## config.mk

```make
export PLATFORM = sky130hd
export DESIGN_NAME = ov7670_threshold_capture
export DESIGN_NICKNAME = d
export VERILOG_FILES = /design/src/rtl/ov7670_threshold_capture.sv
export SDC_FILE = /design/constraint.sdc
export NUM_CORES = 1
export LEC_CHECK = 0
export BUFFER_PORTS_ARGS = -buffer_cell sky130_fd_sc_hd__buf_4
export CORE_MARGIN = 2
export CORE_UTILIZATION = 55
export DETAILED_ROUTE_END_ITERATION = 8
export PLACE_DENSITY = 0.74
export SLEW_MARGIN = 20
export SYNTH_ARGS = -nofsm -noshare
export SYNTH_HDL_FRONTEND = slang
export SYNTH_SLANG_ARGS = --single-unit
```

## constraint.sdc

```tcl
create_clock -name cam_pclk -period 2.6 [get_ports cam_pclk]
set_input_delay 0.52 -clock cam_pclk [delete_from_list [all_inputs] [get_ports cam_pclk]]
set_output_delay 0.52 -clock cam_pclk [all_outputs]
set_load 0.01 [all_outputs]
```

## src/rtl/ov7670_threshold_capture.sv

```systemverilog
// ov7670_threshold_capture
//   Captures OV7670 YUV422 bytes on cam_pclk, keeps the luma (Y) samples and thresholds each one
//   to a single bit. The pixel stream is forced to exactly H_PIXELS*V_LINES pixels per frame
//   (short lines/frames padded with 0, surplus pixels/lines dropped) because the downstream frame
//   buffer has no frame-sync input and only counts pixels.
//
//   Optional feature macro: THRESH_HYST_EN
//     defined   : hysteresis threshold with half-band HYST, the previous pixel's bit is kept
//                 inside the band (cleared to 0 at each line start)
//     undefined : plain compare Y >= threshold, HYST ignored
//
// Ports
//   cam_pclk     in   camera pixel clock, sole clock
//   rst          in   asynchronous reset, active-high
//   cam_vsync    in   OV7670 VSYNC, high during vertical sync
//   cam_href     in   OV7670 HREF, high while line bytes are valid
//   cam_data     in   OV7670 D[7:0]
//   threshold    in   luma threshold, quasi-static
//   invert       in   1: invert pixel_bit polarity of captured pixels
//   pixel_valid  out  one pixel this cycle
//   pixel_bit    out  thresholded pixel
//   frame_start  out  1-cycle pulse with the first pixel of a frame
//   frame_error  out  1-cycle pulse after the last pixel if a pad/truncate/overrun occurred
module ov7670_threshold_capture #(
   parameter int unsigned H_PIXELS = 320,
   parameter int unsigned V_LINES  = 240,
   parameter int unsigned Y_FIRST  = 0,
   parameter int unsigned HYST     = 8
) (
   input  logic       cam_pclk,
   input  logic       rst,
   input  logic       cam_vsync,
   input  logic       cam_href,
   input  logic [7:0] cam_data,
   input  logic [7:0] threshold,
   input  logic       invert,
   output logic       pixel_valid,
   output logic       pixel_bit,
   output logic       frame_start,
   output logic       frame_error
);

   localparam int unsigned XW = $clog2(H_PIXELS + 1);
   localparam int unsigned YW = $clog2(V_LINES + 1);
   localparam logic [XW-1:0] XLast = XW'(H_PIXELS - 1);
   localparam logic [XW-1:0] XFull = XW'(H_PIXELS);
   localparam logic [YW-1:0] YLast = YW'(V_LINES - 1);
   // Byte phase that carries Y: odd phase for U,Y,V,Y order, even phase for Y,U,Y,V.
   localparam logic YPhase = (Y_FIRST == 0);

   if (HYST > 255) begin : g_hyst_range
      $error("HYST must fit in 8 bits");
   end

   typedef enum logic [1:0] {StSync, StIdle, StLine, StPad} state_e;

   logic          s_vsync, s_vsync_prev, s_href, s_href_prev;
   logic [7:0]    s_data;
   state_e        state_q, state_d;
   logic [XW-1:0] x_q, x_d;
   logic [YW-1:0] y_q, y_d;
   logic          pad_frame_q, pad_frame_d;
   logic          phase_q, phase_d;
   logic          err_q, err_d;
   logic          last_q;
   logic          href_rise, vsync_fall, cur_phase, is_y, raw_bit;
   logic          line_byte, emit, emit_bit, data_emit, err_evt, emit_first, emit_last;

   // Input register stage plus one-cycle history for edge detection.
   always_ff @(posedge cam_pclk or posedge rst) begin
      if (rst) begin
         s_vsync      <= 1'b0;
         s_vsync_prev <= 1'b0;
         s_href       <= 1'b0;
         s_href_prev  <= 1'b0;
         s_data       <= 8'd0;
      end else begin
         s_vsync      <= cam_vsync;
         s_vsync_prev <= s_vsync;
         s_href       <= cam_href;
         s_href_prev  <= s_href;
         s_data       <= cam_data;
      end
   end

   assign href_rise  = s_href & ~s_href_prev;
   assign vsync_fall = ~s_vsync & s_vsync_prev;
   // Phase of the byte now in s_data: 0 on the first byte of a line.
   assign cur_phase  = href_rise ? 1'b0 : phase_q;
   assign phase_d    = s_href & ~cur_phase;
   assign is_y       = s_href & (cur_phase == YPhase);

`ifdef THRESH_HYST_EN
   logic [8:0] thr_hi, thr_lo;
   logic [7:0] hi8, lo8;
   logic       hyst_q, hyst_d, prev_bit;

   always_comb begin
      thr_hi   = {1'b0, threshold} + 9'(HYST);
      thr_lo   = {1'b0, threshold} - 9'(HYST);
      hi8      = thr_hi[8] ? 8'hff : thr_hi[7:0];
      lo8      = thr_lo[8] ? 8'h00 : thr_lo[7:0];
      prev_bit = href_rise ? 1'b0 : hyst_q;
      if (s_data >= hi8) begin
         raw_bit = 1'b1;
      end else if (s_data < lo8) begin
         raw_bit = 1'b0;
      end else begin
         raw_bit = prev_bit;
      end
      // Only captured pixels feed the history; pads do not.
      hyst_d = data_emit ? raw_bit : prev_bit;
   end

   always_ff @(posedge cam_pclk or posedge rst) begin
      if (rst) begin
         hyst_q <= 1'b0;
      end else begin
         hyst_q <= hyst_d;
      end
   end
`else
   assign raw_bit = (s_data >= threshold);
`endif

   assign emit_first = (x_q == '0) && (y_q == '0);
   assign emit_last  = (x_q == XLast) && (y_q == YLast);

   always_comb begin
      state_d     = state_q;
      x_d         = x_q;
      y_d         = y_q;
      pad_frame_d = pad_frame_q;
      err_d       = err_q;
      line_byte   = 1'b0;
      emit        = 1'b0;
      emit_bit    = 1'b0;
      data_emit   = 1'b0;
      err_evt     = 1'b0;

      unique case (state_q)
         StSync: begin
            if (vsync_fall) begin
               state_d = StIdle;
               x_d     = '0;
               y_d     = '0;
               err_d   = 1'b0;
            end
         end
         StIdle: begin
            if (s_vsync) begin
               // Frame ended early: pad out the remaining lines.
               state_d     = StPad;
               pad_frame_d = 1'b1;
               err_evt     = 1'b1;
            end else if (href_rise) begin
               state_d   = StLine;
               line_byte = 1'b1;
            end
         end
         StLine: begin
            if (s_href) begin
               line_byte = 1'b1;
            end else if (x_q == XFull) begin
               x_d     = '0;
               y_d     = y_q + 1'b1;
               state_d = (y_q == YLast) ? StSync : StIdle;
            end else begin
               state_d     = StPad;
               pad_frame_d = 1'b0;
               err_evt     = 1'b1;
            end
         end
         StPad: begin
            // Padding wins over a new line; its bytes are lost.
            if (href_rise) begin
               err_evt = 1'b1;
            end
            emit = 1'b1;
            if (x_q == XLast) begin
               x_d = '0;
               y_d = y_q + 1'b1;
               if (y_q == YLast) begin
                  state_d = StSync;
               end else if (!pad_frame_q) begin
                  state_d = StIdle;
               end
            end else begin
               x_d = x_q + 1'b1;
            end
         end
         default: state_d = StSync;
      endcase

      if (line_byte && is_y) begin
         if (x_q == XFull) begin
            err_evt = 1'b1;
         end else begin
            emit      = 1'b1;
            data_emit = 1'b1;
            emit_bit  = raw_bit ^ invert;
            x_d       = x_q + 1'b1;
         end
      end

      if (err_evt) begin
         err_d = 1'b1;
      end
   end

   always_ff @(posedge cam_pclk or posedge rst) begin
      if (rst) begin
         state_q     <= StSync;
         x_q         <= '0;
         y_q         <= '0;
         pad_frame_q <= 1'b0;
         phase_q     <= 1'b0;
         err_q       <= 1'b0;
         last_q      <= 1'b0;
         pixel_valid <= 1'b0;
         pixel_bit   <= 1'b0;
         frame_start <= 1'b0;
         frame_error <= 1'b0;
      end else begin
         state_q     <= state_d;
         x_q         <= x_d;
         y_q         <= y_d;
         pad_frame_q <= pad_frame_d;
         phase_q     <= phase_d;
         err_q       <= err_d;
         last_q      <= emit & emit_last;
         pixel_valid <= emit;
         pixel_bit   <= emit & emit_bit;
         frame_start <= emit & emit_first;
         // last_q marks the cycle the final pixel is on the output.
         frame_error <= last_q & err_q;
      end
   end

endmodule

```

==> impl_metrics.ini, run 1 <==
[outcome]
status = finished, final reports clean

[cells_and_area]
syn_to_final_growth_pct = 17.12
layout-drive-gt1-share = 0.1890
final_nets = 290
fillers = 303
fin_area_mm2 = 0.002525
antenna_cells = 0
stdcell_count = 302

[place]
dp_cells = 294
numPortBuffers = 24
hpwl_um = 3301
placed_cell_area_mm2 = 0.002407
post-place-ws_ns = 0.3254
routabilityCongestion = 0.9818

[clocking]
clock-sinks = 39
post_cts_buffers = 0
cts_tree = yes
htree_levels = 2
numCtsBuffers = 5
cts_hold_buf = 0
cts.clk_slew.worst_paths_ns = 0.07
cts_root_buffer = clkbuf_8
cts_buffer_depth = 2
clk_latency_ns = 0.29
cts.repair.resized = 0

[timing]
slew_headroom = 0.6878
finalSetupViolations = 0
finalCriticalPeriod_ns = 2.348
max_freq_ghz = 0.4259
worst_slack_ns = 0.2518
finalCritPeriodShare = 0.9032
fin_setup_tns_ns = 0
finClkSkew_ns = 0.006713
rsz0062_at_grt = no
worstMarginPinSlew_ns = 0.4684
maxSlewViolCount = 0
hold_violations = 0
holdWs_ns = 0.3307

[worst_setup_path]
cp.required_ns = 2.80
start_kind = flop
critPathKind = reg -> reg
worstPathArrival_ns = 2.55
cp-end-kind = flop
worstPathMaxFanout = 9

[detailed_routing]
routed_via_density = 5.848
drtIter0Drc = 102
vias = 1766
route.detailed.drc = 0
antenna_left = 0
drt_first_pass_iters = 4
wl_um = 4467
wl_per_cell_um = 14.79

[synthesis]
syn_inst = 223
synth-edff-count = 0
seq_area_frac_synth = 0.4527
ys_types = 54
syn_nets = 260
synthesis.area_mm2 = 0.002156
synthArstFlopShare = 1.000
ys_ff_latch = 39
avgSynthCellArea_um2 = 9.667
yosys_warnings = 0
ys.flop_type = dfrtp_1

[power]
p_per_area_mw_per_mm2 = 856.7
leakagePower_nw = 1.174
peakVddDrop_mv = 0.5891

[floorplan]
floorplan.initialDensity = 0.5801
die_area_mm2 = 0.004436
core_mm2 = 0.003716
die_width_um = 66.61
die_h_um = 66.61
pin_count = 25
fp-row-count = 22

[global_route]
grt_overflow = 0
grt_usage = 0.2348
grt_pass1_wl_um = 7728
antenna_found_initial = 0
grt_pass1_vias = 1651
grt_max_degree = 40

[flow_run]
maxCapViolCount = 0

[min_path]
hp-class = in -> async
-- synthesized netlist by cell type, types with 2 or more instances --
master | instances | area, um^2
dfrtp_1 | 39 | 975.9
inv_1 | 20 | 75.07
a21oi_1 | 18 | 90.09
ha_1 | 16 | 200.2
nand2_1 | 16 | 60.06
nor2_1 | 13 | 48.80
o21ai_0 | 13 | 65.06
nand3_1 | 8 | 40.04
clkbuf_1 | 7 | 26.28
nand4_1 | 5 | 31.28
or3_1 | 5 | 31.28
a211oi_1 | 4 | 30.03
a21boi_0 | 4 | 30.03
a41oi_1 | 3 | 26.28
nand2b_1 | 3 | 18.77
nor3_1 | 3 | 15.01
o22ai_1 | 3 | 18.77
xor2_1 | 3 | 26.28
a21o_1 | 2 | 15.01
and3_1 | 2 | 12.51
buf_6 | 2 | 22.52
nand4b_1 | 2 | 17.52
-- state kept, by name (all words and copies together), names as in the netlist, 2 cells and up --
register,flops
s_data,8
state_q,2
y_q,8
x_q,9
-- through the flow --
stage / utilization / total power, W
2_1_floorplan: - / 0.001425
3_3_place_gp: 0.6478 / 0.001654
3_5_place_dp: 0.6478 / 0.001653
4_1_cts: 0.6795 / 0.002172
5_1_grt: 0.6795 / 0.002333
6_report: 0.6795 / 0.002163
-- worst paths after layout --
check	startpoint	endpoint	slack, ns	depth (start not counted)
min in group cam_pclk	cam_data[0]	s_data[0]	0.33	1
hold reg to reg	phase_q	phase_q	0.47	1
hold / removal	rst	y_q[7]	0.33	3
setup reg to reg	state_q[0]	x_q[7]	0.25	8
max in group asynchronous	rst	x_q[1]	1.93	3
setup / recovery	state_q[0]	x_q[7]	0.25	8
-- cell families (layout without fill, tap and decap cells) --
kind of cell / count (synthesis) / after routing / synth area share
AO/OA/AOI/OAI: 64 / 64 / 0.1991
buffers and inverters: 29 / 60 / 0.05746
AND/OR/NAND/NOR: 72 / 72 / 0.1857
flip-flops: 39 / 39 / 0.4527
XOR/XNOR: 3 / 3 / 0.01219
adder cells (fa/ha/maj): 16 / 16 / 0.09286
-- layer usage --
metal  up-vias  part of all wire  global-route usage
met5         -                 0                   0
met4         0             0.013             0.06888
met3         5             0.070             0.06250
met2        52              0.46              0.3725
met1       839              0.46              0.3155
li1        870                 -                   -
-- final cells by class --
class                           instances  area [um^2]  share of cell area
Clock inverter                          2        35.03             0.01388
Tap cell                               48        60.06             0.02379
Inverter                               20        75.07             0.02973
Multi-Input combinational cell        155         1056              0.4182
Clock buffer                            6        82.58             0.03271
Sequential cell                        39        975.9              0.3865
Timing Repair Buffer                   32        240.2             0.09514
-- where the power goes --
part	internal [W]	total (W)	leakage, nW	switching, W
registers	0.000699	0.000787	0.492	0.0000876
clock network	0.000310	0.000515	0.0612	0.000204
logic	0.000338	0.000861	0.621	0.000523
total	0.00135	0.00216	1.17	0.000815
-- worst max-delay path, stage by stage, from the launching register on --
cell and delay, ns:
dfrtp_1 0.40, inv_1 0.12, ha_1 0.37, and3_1 0.21, nand3_1 0.18, buf_4 0.22, o21ai_0 0.36, a41oi_1 0.17
a211oi_1 0.23
-- placed cells by master (no fill, tap or decap), types with 3 or more instances in the layout --
cell type  netlist  routed
nor3_1           3       3
buf_4            0      32
nand2b_1         3       3
inv_1           20      20
o22ai_1          3       3
nand2_1         16      16
a211oi_1         4       4
ha_1            16      16
or3_1            5       5
nand4_1          5       5
a21oi_1         18      18
a41oi_1          3       3
dfrtp_1         39      39
a21boi_0         4       4
nor2_1          13      13
o21ai_0         13      13
clkbuf_8         0       6
nand3_1          8       8
xor2_1           3       3
(Power assumes the default switching activity.)
==> run 2: changes to the inputs <==
Settings changed: MAX_ROUTING_LAYER set to met4.
==> run 2 against run 1 <==
  * Sequential share of layout area is 0.19 points higher
  * Sequential cell count unchanged
  * Sequential power is 0.9% higher
  * Critical endpoint is now x_q[3]
==> impl_metrics.ini, run 2 (synthesis results as in run 1) <==
[outcome]
status = finished, final reports clean

[global_route]
grt_pass1_vias = 1724
grt_max_degree = 25
grt_pass1_wl_um = 7976
grt_overflow = 0
grt_usage = 0.2493
antenna_found_initial = 0

[timing]
finClkSkew_ns = 0.007775
slew_headroom = 0.5446
rsz0062_at_grt = no
finalSetupViolations = 0
maxSlewViolCount = 0
worstMarginPinSlew_ns = 0.6824
finalCritPeriodShare = 0.9094
fin_setup_tns_ns = 0
hold_violations = 0
finalCriticalPeriod_ns = 2.364
max_freq_ghz = 0.4230

[floorplan]
die_h_um = 66.61
fp-row-count = 22
die_width_um = 66.61
die_area_mm2 = 0.004436
pin_count = 25
floorplan.initialDensity = 0.5801
core_mm2 = 0.003716

[cells_and_area]
final_nets = 289
final_common_cell = dfrtp_1
syn_to_final_growth_pct = 16.54
layout-drive-gt1-share = 0.1818
final_cell_mix = 39 x dfrtp_1, 30 x buf_4, 20 x inv_1
antenna_cells = 0
max_flop_register = x_q
largest_reg_flops = 9
biggestRegsByFlops = x_q x9, s_data x8, y_q x8
fin_area_mm2 = 0.002512
fin_util = 0.6761
stdcell_count = 301

[clocking]
cts_buffer_depth = 2
clk_latency_ns = 0.29
cts_root_buffer = clkbuf_8
numCtsBuffers = 5
cts_tree = yes
htree_levels = 2
cts.repair.resized = 0
cts.clk_slew.worst_paths_ns = 0.07
post_cts_buffers = 0
cts_hold_buf = 0
clock-sinks = 39

[worst_setup_path]
r2r_cells = 8
cp-end-kind = flop
start_kind = flop
worstPathMaxFanout = 9
reg2reg_slack_ns = 0.24
cp.required_ns = 2.79
reg2reg_to = x_q[3]
timing.rr.start = state_q[0]
worstPathArrival_ns = 2.55
critPathKind = reg -> reg

[place]
dp_cells = 293
hpwl_um = 3474
placed_cell_area_mm2 = 0.002412
numPortBuffers = 24
routabilityCongestion = 0.9764

[power]
p_per_area_mw_per_mm2 = 840.0
leakagePower_nw = 1.164
peakVddDrop_mv = 0.7235
power_w = 0.002110

[detailed_routing]
routed_via_density = 5.967
wl_um = 4696
drtIter0Drc = 139
wl_per_cell_um = 15.60
antenna_left = 0
vias = 1796
route.detailed.drc = 0
drt_first_pass_iters = 5

[flow_run]
maxCapViolCount = 0

[min_path]
hp-class = in -> async
run 2: cell types whose count changed in the layout (fill, tap and decap cells not counted), sizes merged:
cell,delta
clkinv,-1
bufinv,-1
clkbuf,+2
buf,-1
run 2: through the flow:
stage	setup slack [ns]	hold WS (ns)
after global routing	0.09633	0.3155
after global placement	0.3844	0.4627
final	0.2357	0.3280
after CTS	0.2837	0.3235
after detailed placement	0.2993	0.4640
after floorplan	0.5310	0.4214
run 2: cell type report:
class	count	area, um^2
timing repair buffer	31	245.2
sequential	39	975.9
inverter	20	75.07
fill	315	1204
tap	48	60.06
multi-input combinational	155	1056
clock buffer	8	100.1
run 2: critical path, cell delays in order (launching register included):
cell and delay (ns):
dfrtp_1 0.40, inv_1 0.13, ha_1 0.40, and3_1 0.22, nand3_1 0.19, buf_4 0.22, o21ai_0 0.35, a41oi_1 0.16
nor3_1 0.21
run 2: worst max-delay path by stage:
stage	cells after the start	to	slack, ns	from
after floorplan	7	y_q[3]	0.53	x_q[2]
after global placement	8	x_q[7]	0.38	state_q[0]
after detailed placement	7	x_q[7]	0.30	state_q[0]
after CTS	8	x_q[7]	0.28	state_q[0]
after global routing	8	x_q[3]	0.1	state_q[0]
final	8	x_q[3]	0.24	state_q[0]
run 2: per-layer routing:
metal / track usage / vias up / wire length, um
li1: - / 866 / -
met1: 0.3271 / 840 / 2126
met2: 0.3763 / 80 / 2112
met3: 0.06419 / 10 / 369
met4: 0.08929 / 0 / 88
met5: - / - / 0
run 2: report_power, final:
| part | internal, W | total, W | leakage [nW] | switching [W] |
|---|---|---|---|---|
| Combinational | 0.000341 | 0.000879 | 0.620 | 0.000538 |
| Sequential | 0.000700 | 0.000794 | 0.492 | 0.0000948 |
| Clock | 0.000242 | 0.000437 | 0.0515 | 0.000196 |
| Total | 0.00128 | 0.00211 | 1.16 | 0.000828 |
==> run 3: changes to the inputs <==
Settings changed: CTS_BUF_LIST set to sky130_fd_sc_hd__clkbuf_16, PLACE_DENSITY 0.74 to 0.76.
==> run 3 against run 2 <==
  * Routed wire length decreased by 5.2%
  * Clock skew shrank 0.0026 ns
  * Cell area up 0.65%
  * Clock power is 29% higher
  * Fmax is 5.2% higher
  * Total power up 4.2%
  * Utilization is 0.44 points higher
  * Critical path type unchanged
  * Largest cell class unchanged
  * Largest power group unchanged
==> impl_metrics.ini, run 3 (synthesis results as in run 1) <==
[cells_and_area]
max_flop_register = x_q
final_nets = 288
syn_to_final_growth_pct = 17.30
final_common_cell = dfrtp_1
largest_reg_flops = 9
layout-drive-gt1-share = 0.1706
biggestRegsByFlops = x_q x9, s_data x8, y_q x8
fin_util = 0.6805
final_cell_mix = 39 x dfrtp_1, 30 x buf_4, 21 x inv_1
fin_area_mm2 = 0.002529
antenna_cells = 0

[detailed_routing]
vias = 1760
wl_um = 4452
drtIter0Drc = 110
drt_first_pass_iters = 4
routed_via_density = 5.867
route.detailed.drc = 0
antenna_left = 0
wl_per_cell_um = 14.84

[timing]
hold_violations = 0
max_freq_ghz = 0.4451
maxSlewViolCount = 0
fin_setup_tns_ns = 0
finalSetupViolations = 0
slew_headroom = 0.6578
finalCritPeriodShare = 0.8640
worstMarginPinSlew_ns = 0.5063
finClkSkew_ns = 0.005161
finalCriticalPeriod_ns = 2.246
rsz0062_at_grt = no

[worst_setup_path]
critPathKind = reg -> reg
worstPathMaxFanout = 12
timing.rr.start = x_q[0]
r2r_cells = 6
start_kind = flop
cp-startpoint = x_q[0]
cp.required_ns = 2.80
worstPathArrival_ns = 2.45
cp-end-kind = flop

[global_route]
grt_overflow = 0
grt_usage = 0.2399
grt_pass1_wl_um = 7645
antenna_found_initial = 0
grt_pass1_vias = 1711
grt_max_degree = 40

[min_path]
hp-class = in -> reg
min_from = cam_href
min_path_cells = 1

[clocking]
post_cts_buffers = 0
cts_hold_buf = 0
cts.clk_slew.worst_paths_ns = 0.05
cts.repair.resized = 0
clock-sinks = 39
cts_buffer_depth = 2
cts_tree = yes
htree_levels = 2
cts_root_buffer = clkbuf_16
clk_latency_ns = 0.28
numCtsBuffers = 5

[power]
p_per_area_mw_per_mm2 = 869.8
peakVddDrop_mv = 0.4532
leakagePower_nw = 1.174

[floorplan]
pin_count = 25
die_h_um = 66.61
fp-row-count = 22
die_width_um = 66.61
core_mm2 = 0.003716
floorplan.initialDensity = 0.5801
die_area_mm2 = 0.004436

[place]
routabilityCongestion = 0.8865
hpwl_um = 3338
placed_cell_area_mm2 = 0.002392
numPortBuffers = 24

[outcome]
status = finished, final reports clean

[flow_run]
maxCapViolCount = 0
run 3: cell count changes in the layout (fill, tap and decap cells not counted):
cell and delta:
buf_12 -1, clkbuf_1 -1, clkbuf_16 +5, clkbuf_8 -7, clkinv_1 +2, inv_1 +1
run 3: area by class of cell:
class,instances,area [um^2]
Clock inverter,3,11.26
Tap cell,48,60.06
Fill cell,309,1187
Sequential cell,39,975.9
Inverter,20,75.07
Clock buffer,5,125.1
Multi-Input combinational cell,155,1056
Timing Repair Buffer,30,225.2
run 3: routing by layer:
layer	share of wire	global-route usage
met5	0	-
met4	0.015	0.08673
met1	0.44	0.2785
met3	0.050	0.05405
met2	0.49	0.4088
run 3: worst max-delay path: stages (launching register included):
cell     delay (ns)
dfrtp_1        0.46
ha_1           0.25
nand4_1        0.27
o21ai_2        0.41
nand3_2        0.24
or3_1          0.39
a21oi_1        0.14
run 3: where the power goes:
group          switching [W]  leakage (nW)  internal, W
Sequential         0.0000912         0.492     0.000701
Combinational       0.000517         0.611     0.000329
Clock               0.000218        0.0701     0.000344
run 3: final timing paths:
| check | to | slack (ns) |
|---|---|---|
| hold / removal | s_href | 0.34 |
| max in group asynchronous | y_q[3] | 1.90 |
| setup / recovery | y_q[5] | 0.35 |
| min in group asynchronous | s_data[1] | 0.37 |
| setup reg to reg | y_q[5] | 0.35 |
| hold reg to reg | phase_q | 0.46 |
run 3: per-stage QoR:
| step | hold WS (ns) | worst slack [ns] | total power, W | cells |
|---|---|---|---|---|
| finish | 0.3431 | 0.3536 | 0.002199 | 300 |
| global route | 0.3371 | 0.1732 | 0.002355 | 300 |
| CTS | 0.3392 | 0.3613 | 0.002218 | 300 |
| detailed placement | 0.4512 | 0.3730 | 0.001647 | 292 |
| global placement | 0.4505 | 0.3891 | 0.001637 | 292 |
| floorplan | 0.4214 | 0.5310 | 0.001425 | 223 |
